**src/rtl/sfp_align_pkg.sv**
```systemverilog
// Shared types and constants for the 8b10b receive comma aligner.
// Optional lock-loss statistics are enabled with SFP_ALIGN_STATS_EN.
package sfp_align_pkg;

   typedef enum logic [1:0] {
      SEARCH = 2'd0,
      CHECK  = 2'd1,
      LOCKED = 2'd2
   } align_state_t;

   localparam logic [7:0]  K28_5     = 8'hBC;
   localparam logic [31:0] IDLE_WORD = 32'h55a109bc;

   function automatic int sfp_clog2(input int n);
      int r;
      r = 0;
      while ((1 << r) < n) r++;
      return r;
   endfunction

endpackage

```
**src/rtl/sfp_comma_find.sv**
```systemverilog
// Priority encoder locating the lowest-index K-flagged comma byte in a GT word.
// Part of sfp_rx_word_align (optional stats macro: SFP_ALIGN_STATS_EN).
module sfp_comma_find
   import sfp_align_pkg::*;
#(
   parameter int         BYTES = 4,
   parameter logic [7:0] COMMA = K28_5,
   localparam int        POS_W = sfp_clog2(BYTES)
)(
   input  logic [8*BYTES-1:0] data,
   input  logic [BYTES-1:0]   charisk,
   output logic               hit,
   output logic [POS_W-1:0]   pos
);

   always_comb begin
      // NOTE: every combinational output gets a default first so no path infers a latch.
      hit = 1'b0;
      pos = '0;
      // Scan downward so the lowest matching byte is the last one written.
      for (int k = BYTES - 1; k >= 0; k--) begin
         if (charisk[k] && (data[8*k +: 8] == COMMA)) begin
            hit = 1'b1;
            pos = POS_W'(k);
         end
      end
   end

endmodule

```
**src/rtl/sfp_rx_word_align.sv**
```systemverilog
// Receive comma aligner and lock monitor: rotates GT words so K28.5 lands in byte 0.
// Define SFP_ALIGN_STATS_EN to implement the lock_loss_cnt statistics counter.
module sfp_rx_word_align
   import sfp_align_pkg::*;
#(
   parameter int         BYTES    = 4,
   parameter logic [7:0] COMMA    = K28_5,
   parameter int         LOCK_CNT = 4,
   parameter int         LOSS_CNT = 8,
   localparam int        OFF_W    = sfp_clog2(BYTES)
)(
   input  logic               clk,
   input  logic               rst,
   input  logic               rx_valid_in,
   input  logic [8*BYTES-1:0] rx_data_in,
   input  logic [BYTES-1:0]   rx_charisk_in,
   input  logic               rx_err_in,
   output logic [8*BYTES-1:0] rx_data_out,
   output logic [BYTES-1:0]   rx_charisk_out,
   output logic               rx_valid_out,
   output logic               locked,
   output logic [OFF_W-1:0]   align_offset,
   output logic [15:0]        lock_loss_cnt
);

   localparam logic [3:0] LOCK_LIM = 4'(LOCK_CNT);
   localparam logic [7:0] LOSS_LIM = 8'(LOSS_CNT);

   align_state_t         state;
   logic [OFF_W-1:0]     offset;
   logic [3:0]           cnt;
   logic [7:0]           err_cnt;
   logic                 locked_q;

   logic [8*BYTES-1:0]   prev_data;
   logic [BYTES-1:0]     prev_charisk;
   logic [8*BYTES-1:0]   data_q;
   logic [BYTES-1:0]     charisk_q;
   logic                 valid_q;

   logic                 hit;
   logic [OFF_W-1:0]     pos;
   logic [16*BYTES-1:0]  comb_data;
   logic [2*BYTES-1:0]   comb_charisk;
   logic [8*BYTES-1:0]   aligned_data;
   logic [BYTES-1:0]     aligned_charisk;

   logic [3:0]           cnt_inc;
   logic [7:0]           err_inc;
   logic                 lock_err;
   logic                 loss_evt;

   sfp_comma_find #(
      .BYTES   (BYTES),
      .COMMA   (COMMA)
   ) u_comma_find (
      .data    (rx_data_in),
      .charisk (rx_charisk_in),
      .hit     (hit),
      .pos     (pos)
   );

   // The previous word occupies the low half so offset selects forward across the boundary.
   assign comb_data    = {rx_data_in, prev_data};
   assign comb_charisk = {rx_charisk_in, prev_charisk};

   always_comb begin
      aligned_data    = '0;
      aligned_charisk = '0;
      for (int k = 0; k < BYTES; k++) begin
         aligned_data[8*k +: 8] = comb_data[8*(int'(offset) + k) +: 8];
         aligned_charisk[k]     = comb_charisk[int'(offset) + k];
      end
   end

   assign cnt_inc  = cnt + 4'd1;
   assign err_inc  = err_cnt + 8'd1;
   assign lock_err = rx_err_in | (hit & (pos != offset));
   assign loss_evt = rx_valid_in & (state == LOCKED) & lock_err & (err_inc == LOSS_LIM);

   always_ff @(posedge clk) begin
      // NOTE: sequential state uses non-blocking assignments so every register samples pre-edge values.
      if (rst) begin
         // NOTE: the datapath registers are reset as well so no stale word leaks out after reset.
         prev_data    <= '0;
         prev_charisk <= '0;
         data_q       <= '0;
         charisk_q    <= '0;
         valid_q      <= 1'b0;
      end else begin
         valid_q <= rx_valid_in;
         if (rx_valid_in) begin
            prev_data    <= rx_data_in;
            prev_charisk <= rx_charisk_in;
            data_q       <= aligned_data;
            charisk_q    <= aligned_charisk;
         end
      end
   end

   always_ff @(posedge clk) begin
      if (rst) begin
         state    <= SEARCH;
         offset   <= '0;
         cnt      <= '0;
         err_cnt  <= '0;
         locked_q <= 1'b0;
      end else if (rx_valid_in) begin
         unique case (state)
            SEARCH: begin
               if (hit) begin
                  offset  <= pos;
                  cnt     <= 4'd1;
                  err_cnt <= '0;
                  if (LOCK_LIM == 4'd1) begin
                     state    <= LOCKED;
                     locked_q <= 1'b1;
                  end else begin
                     state <= CHECK;
                  end
               end
            end
            CHECK: begin
               if (rx_err_in) begin
                  state <= SEARCH;
                  cnt   <= '0;
               end else if (hit) begin
                  if (pos == offset) begin
                     cnt <= cnt_inc;
                     if (cnt_inc == LOCK_LIM) begin
                        state    <= LOCKED;
                        locked_q <= 1'b1;
                        err_cnt  <= '0;
                     end
                  end else begin
                     offset <= pos;
                     cnt    <= 4'd1;
                  end
               end
            end
            LOCKED: begin
               // Offset is frozen here; it only moves again on the next SEARCH hit.
               if (loss_evt) begin
                  state    <= SEARCH;
                  locked_q <= 1'b0;
                  cnt      <= '0;
                  err_cnt  <= '0;
               end else if (lock_err) begin
                  err_cnt <= err_inc;
               end else if (hit) begin
                  err_cnt <= '0;
               end
            end
            default: begin
               state    <= SEARCH;
               locked_q <= 1'b0;
               cnt      <= '0;
               err_cnt  <= '0;
            end
         endcase
      end
   end

`ifdef SFP_ALIGN_STATS_EN
   logic [15:0] loss_q;

   always_ff @(posedge clk) begin
      if (rst) begin
         loss_q <= '0;
      end else if (loss_evt && (loss_q != 16'hFFFF)) begin
         loss_q <= loss_q + 16'd1;
      end
   end

   assign lock_loss_cnt = loss_q;
`else
   assign lock_loss_cnt = '0;
`endif

   assign rx_data_out    = data_q;
   assign rx_charisk_out = charisk_q;
   assign rx_valid_out   = valid_q & locked_q;
   assign locked         = locked_q;
   assign align_offset   = offset;

endmodule

```
**config.mk**
```make
export PLATFORM = sky130hd
export DESIGN_NAME = sfp_rx_word_align
export DESIGN_NICKNAME = d
export VERILOG_FILES = /design/src/rtl/sfp_align_pkg.sv /design/src/rtl/sfp_comma_find.sv /design/src/rtl/sfp_rx_word_align.sv
export SDC_FILE = /design/constraint.sdc
export NUM_CORES = 1
export LEC_CHECK = 0
export BUFFER_PORTS_ARGS = -buffer_cell sky130_fd_sc_hd__buf_2
export CORE_AREA = 2 2 124 175
export DETAILED_ROUTE_END_ITERATION = 12
export DIE_AREA = 0 0 126 177
export GPL_TIMING_DRIVEN = 0
export SYNTH_ARGS = -nofsm -noshare
export SYNTH_HDL_FRONTEND = slang
export SYNTH_HIERARCHICAL = 1
export SYNTH_SLANG_ARGS = --single-unit
```
**constraint.sdc**
```tcl
create_clock -name clk -period 4.15 [get_ports clk]
set_input_delay 1.245 -clock clk [delete_from_list [all_inputs] [get_ports clk]]
set_output_delay 1.245 -clock clk [all_outputs]
set_load 0.01 [all_outputs]
```
# --- Word level (Yosys, flattened, before mapping) ---
# Cells that the tools add are included.
word_totals:
  reg_bits: 90
  out_inout_bits: 56
  in_bits: 40
classes:
  n_bitwise: 7
  mux: 51
  n_addsub: 5
  n_reduce_logical: 11
  eq_ne: 20
  magnitude_cmp: 4
  shifts: 4
ops:
  columns: ["op", "n"]
  rows:
  - ["64-bit by 32-bit variable part select with 8-bit output", 3]
  - ["64-bit by 6-bit variable part select with 8-bit output", 1]
  - ["8-bit 2-to-1 mux", 7]
  - ["8-bit == test (second input constant)", 4]
  - ["2-bit 2-to-1 mux", 14]
  - ["8-bit one-hot mux with 3 select lines", 1]
  - ["4-bit 2-to-1 mux", 5]
  - ["1-bit 2-to-1 mux", 16]
  - ["2-bit != test (second input constant)", 7]
  - ["3-bit by 4-bit < comparator with 1-bit output (second input constant)", 3]
  - ["4-bit one-hot mux with 3 select lines", 1]
  - ["6-bit AND reduction", 2]
  - ["1-bit binary-select mux with 3-bit select", 3]
  - ["3-bit != test (second input constant)", 3]
  - ["8-bit by 1-bit adder with 8-bit output (second input constant)", 1]
  - ["8-bit by 4-bit == test with 1-bit output (second input constant)", 1]
  - ["7-bit AND reduction", 1]
  - ["2-bit by 2-bit adder with 3-bit output (second input constant)", 2]
  - ["2-bit one-hot mux with 3 select lines", 1]
  - ["1-bit AND", 5]
  - ["5-bit AND reduction", 1]
  - ["4-bit by 1-bit adder with 4-bit output (second input constant)", 1]
  - ["4-bit by 3-bit == test with 1-bit output (second input constant)", 1]
  - ["1-bit logical AND", 4]
  - ["other kinds (14)", 14]

# --- Longest topological paths before layout ---
logic_depth:
  word_depth: 13
  ltp_mapped: 10
  mapped_depth_nobuf: 10

# --- By module ---
# The synthesis kept the hierarchy.
modules_own_cells:
  columns: ["module", "seq_area_each_um2", "cells_per_inst", "area_each_um2", "instances"]
  rows:
  - ["sfp_rx_word_align", 1801.7, 459, 4937.2, 1]
  - ["sfp_comma_find", 0.0, 20, 178.9, 1]

# --- Least setup slack after synthesis ---
# OpenSTA, ideal clock, no wires.
synth_timing:
  kind: "input to register"
  start: "in rx_data_in[30]"
  end: "reg err_cnt[1]"
  path_slack_ps: 698
  stages: 10
  t_required_ps: 4036
  arrival_ps: 3339
  path_cell_list: "nand4b_1 -> nor4_4 -> nor2b_1 -> nor3_1 -> xor2_4 -> or2_4 -> nor4_4 -> a221oi_2 -> nor2b_4 -> a21o_1"
synth_between:
  elab_chain_cells: 13
  word_cells_on_any_way: 23
  classes_between: "eq/ne: 5; mux: 12; bitwise: 4; reduce/logical: 2"
synth_lines:
  columns: ["element", "line_no", "text"]
  rows:
  - ["start, declared", "sfp_rx_word_align.sv:15", "input logic [8*BYTES-1:0] rx_data_in,"]
  - ["8-bit == test (*)", "sfp_comma_find.sv:22", "if (charisk[k] && (data[8*k +: 8] == COMMA)) begin"]
  - ["1-bit logical AND (*)", "sfp_comma_find.sv:22", null]
  - ["2-bit 2-to-1 mux (*) (4 in a row)", "sfp_comma_find.sv:22", null]
  - ["via pos[1]", "sfp_rx_word_align.sv:42", "logic [OFF_W-1:0] pos;"]
  - ["2-bit != test", "sfp_rx_word_align.sv:78", "assign lock_err = rx_err_in | (hit & (pos != offset));"]
  - ["1-bit AND", "sfp_rx_word_align.sv:78", null]
  - ["1-bit bitwise OR", "sfp_rx_word_align.sv:78", null]
  - ["1-bit AND (2 in a row)", "sfp_rx_word_align.sv:79", "assign loss_evt = rx_valid_in & (state == LOCKED) & lock_err & (err_inc == LOSS_LIM);"]
  - ["8-bit 2-to-1 mux", "sfp_rx_word_align.sv:143", "if (loss_evt) begin"]
  - ["8-bit one-hot mux with 3 select lines", "sfp_rx_word_align.sv:109", "unique case (state)"]
  - ["end signal, assigned", "sfp_rx_word_align.sv:149", "err_cnt <= err_inc;"]
  - ["end, declared", "sfp_rx_word_align.sv:32", "logic [7:0] err_cnt;"]
# The timed path passes the listed nets; every way through them passes the cells marked *.
# A chain may end at the register's enable or synchronous reset.

# --- Worst setup path after layout ---
layout_timing:
  start: "in rx_data_in[30]"
  end: "reg cnt[3]"
layout_between:
  elab_chain_cells: 13
  word_cells_on_any_way: 24
  classes_between: "eq/ne: 6; mux: 12; bitwise: 4; reduce/logical: 2"
layout_lines:
  columns: ["element", "line_no", "text"]
  rows:
  - ["8-bit == test (*)", "sfp_comma_find.sv:22", null]
  - ["1-bit logical AND (*)", "sfp_comma_find.sv:22", null]
  - ["2-bit 2-to-1 mux (*) (4 in a row)", "sfp_comma_find.sv:22", null]
  - ["via pos[1]", "sfp_rx_word_align.sv:42", null]
  - ["2-bit != test", "sfp_rx_word_align.sv:78", null]
  - ["1-bit AND", "sfp_rx_word_align.sv:78", null]
  - ["1-bit bitwise OR", "sfp_rx_word_align.sv:78", null]
  - ["1-bit AND (2 in a row)", "sfp_rx_word_align.sv:79", null]
  - ["2-bit != test (no line)", null, null]
  - ["4-bit AND reduction (no line)", null, null]
  - ["end signal, assigned", "sfp_rx_word_align.sv:129", "cnt <= cnt_inc;"]
  - ["end, declared", "sfp_rx_word_align.sv:31", "logic [3:0] cnt;"]
# The timed path passes the listed nets; every way through them passes the cells marked *. The select of a mux whose other input is x is not followed.

==> results.json <==
{
  "dr.first_iter.drc_count": 319,
  "drt-pass1-iter-count": 8,
  "path_class": "in2reg",
  "min_to": "rx_charisk_out[0]",
  "reg2regPathDepth": 8,
  "numClockSinks": 90,
  "fmax_mhz": 278,
  "hold_path.class": "reg2reg",
  "dp_slack_ps": 242,
  "synth_top_cell_by_area": "dfxtp_1",
  "syn-instance-count": 479,
  "drive_gt1_share_pct": 31.5,
  "worstPathMaxFanout": 6,
  "via_per_inst": 4.84,
  "final_area_um2": 6190,
  "synth-seq-cells": 90,
  "worstHoldStart": "rx_charisk_out[0]",
  "cts_resized": 0,
  "synthFlopType": "dfxtp_1",
  "async_flop_share_pct": 0,
  "critPathLaunchType": "input port",
  "synth_area_leaders": "dfxtp_1 (35%), mux2i_1 (14%), mux4_2 (13%), nor2_1 (6.3%), mux4_1 (4.1%)",
  "rsz0062_at_grt": "no",
  "r2r-start": "align_offset[1]",
  "io_pins": 96,
  "min_period_over_period_pct": 86.6,
  "irDropWorstVdd_uv": 232,
  "clockBufferDepth": 2,
  "relSlewSlack_pct": 42.8,
  "synth_warnings": 6,
  "worst_slack_ps": 556,
  "fin_crit_ps": 3590,
  "drt-wirelength-per-cell_um": 18.1,
  "p_per_area_nw_per_um2": 328,
  "fin_util_pct": 29.7,
  "vias": 4089,
  "worst_hold_slack_ps": 487,
  "synth_seq_area_share_pct": 35.2,
  "synth_cell_types": 66,
  "grt.busiest_layer": "met2",
  "synth_edf_count": 0,
  "n_antenna_cell": 0,
  "gp_congestion": 0.803,
  "clockRootBuffer": "clkbuf_16",
  "use_met3_pct": 3.26,
  "worstSetupStartpoint": "rx_data_in[30]",
  "slew_violations": 0,
  "routed_wl_mm": 15.3,
  "synth_top_cell_area_share_pct": 35.2,
  "worstPathRequired_ps": 4410,
  "grt_util_met2_pct": 23.1,
  "use_met1_pct": 16.0,
  "drc": 0,
  "dieArea_um2": 22300,
  "post-cts-setup-buffers": 0,
  "grt_pass1_wl_mm": 22.7,
  "cts.htree.levels": 3,
  "grt_max_degree": 14,
  "start_util_pct": 24.6,
  "cts_tree": "done",
  "place_hpwl_mm": 11.6,
  "first_global_vias": 3867,
  "ctsHoldBuffers": 0,
  "worst_pin_slew_ps": 857,
  "antenna_found_initial": 1,
  "netlist_area_um2": 5120,
  "reg2reg_to": "rx_charisk_out[1]",
  "reg2reg_slack_ps": 1480,
  "ant_nets": 0,
  "cts-buffers-inserted": 9,
  "core_um2": 20800,
  "tns_ps": 0,
  "clk_pin_slew_ps": 60,
  "dpl_cell_area_um2": 5880,
  "grt_overflow_total": 0,
  "cap_viol_max_count": 0,
  "finClkSkew_ps": 5.90,
  "status": "completed",
  "die_w_um": 126,
  "clk_latency_ps": 340,
  "portBuffers": 77,
  "cp.arrival_ps": 3850,
  "nets": 628,
  "syn_area_per_cell_um2": 10.7,
  "syn2layout_area_growth_pct": 21.0,
  "rows": 63,
  "setup_viol": 0,
  "min_delay_path_depth": 2,
  "p_leak_nw": 2.66,
  "worstSetupEndpointType": "flop",
  "grt_usage_pct": 13.4,
  "chipHeight_um": 177,
  "hold_violations": 0
}
## worst max-delay path: stages
cell and delay [ps]:
buf_2 100, nand4b_1 230, nor4_4 330, nor2b_1 120, nor3_1 550, xor2_4 170
o21ai_4 230, a211oi_4 100, a311oi_4 440, nor2_2 110, a311oi_2 230
## flip-flops by register name, indices dropped and copies added, names as in the netlist
register        count
align_offset        2
cnt                 4
err_cnt             8
locked              1
prev_charisk        4
prev_data          32
rx_charisk_out      4
rx_data_out        32
state               2
valid_q             1
## worst max-delay path by stage
stage          depth (start not counted)  slack, ps         end
6_report                              11        560      cnt[3]
5_1_grt                               11        440      cnt[3]
4_1_cts                               11        610      cnt[3]
3_5_place_dp                          11        240      cnt[3]
3_3_place_gp                          11        270      cnt[3]
2_1_floorplan                         10        700  err_cnt[1]
## power by group
part           switching, mW  total, mW  internal, mW
clock                  0.335      0.871         0.537
combinational          0.127      0.233         0.106
sequential            0.0295      0.928         0.898
total                  0.491       2.03          1.54
## metal layers
metal	routed length (µm)	share of wire [%]	vias to the layer above
li1	-	-	1929
met1	6290	41	2006
met2	7640	50	127
met3	890	5.8	25
met4	468	3.1	2
met5	13	0.085	-
## placed cells by master, fill, tap and decap left out, types with 3 or more instances in the layout
cell type / count
a22oi_1: 6
nand2_1: 19
nand3_1: 3
o21ai_1: 3
mux4_2: 30
mux4_1: 8
o21ai_0: 6
clkbuf_16: 9
nor3_1: 8
o22ai_1: 4
nor2_2: 3
inv_1: 7
nor2_1: 86
nand4_1: 5
buf_4: 17
ha_1: 6
conb_1: 16
buf_1: 6
nand2b_1: 5
dfxtp_1: 90
o2bb2ai_1: 4
buf_2: 97
nor4_4: 3
a21oi_1: 11
mux2i_1: 74
clkbuf_1: 7
## Yosys cell counts (5+ instances only)
cell type	instances
buf_4	17
nand2b_1	5
buf_2	20
a21oi_1	11
nor3_1	8
dfxtp_1	90
a22oi_1	6
nor2_1	86
buf_1	6
mux4_1	8
nand4_1	5
ha_1	6
nand2_1	19
mux4_2	30
mux2i_1	74
inv_1	7
o21ai_0	6
clkbuf_1	6
## stage by stage
stage                     power [mW]  cells
final                           2.03    845
after floorplan                 1.09    494
after global placement          1.18    831
after detailed placement        1.18    831
after CTS                       2.05    845
after global routing            2.10    845
## final cells by class
class	count	area (µm²)
Buffer	50	284
Clock buffer	11	243
Clock inverter	3	65.1
Fill cell	2222	14600
Inverter	7	26.3
Multi-Input combinational cell	347	3060
Sequential cell	90	1800
Tap cell	260	325
Timing Repair Buffer	77	385
## kinds of logic after synthesis
kind of cell | count (synthesis) | share of synthesized area [%]
simple gates | 155 | 15.8
mux | 112 | 31.8
flops | 90 | 35.2
buf+inv | 57 | 6.07
compound gates | 54 | 8.39
fa+ha+maj | 6 | 1.47
xor+xnor | 4 | 1.20
other cells | 1 | 0.0733
Power figures use the tool's default switching activity.
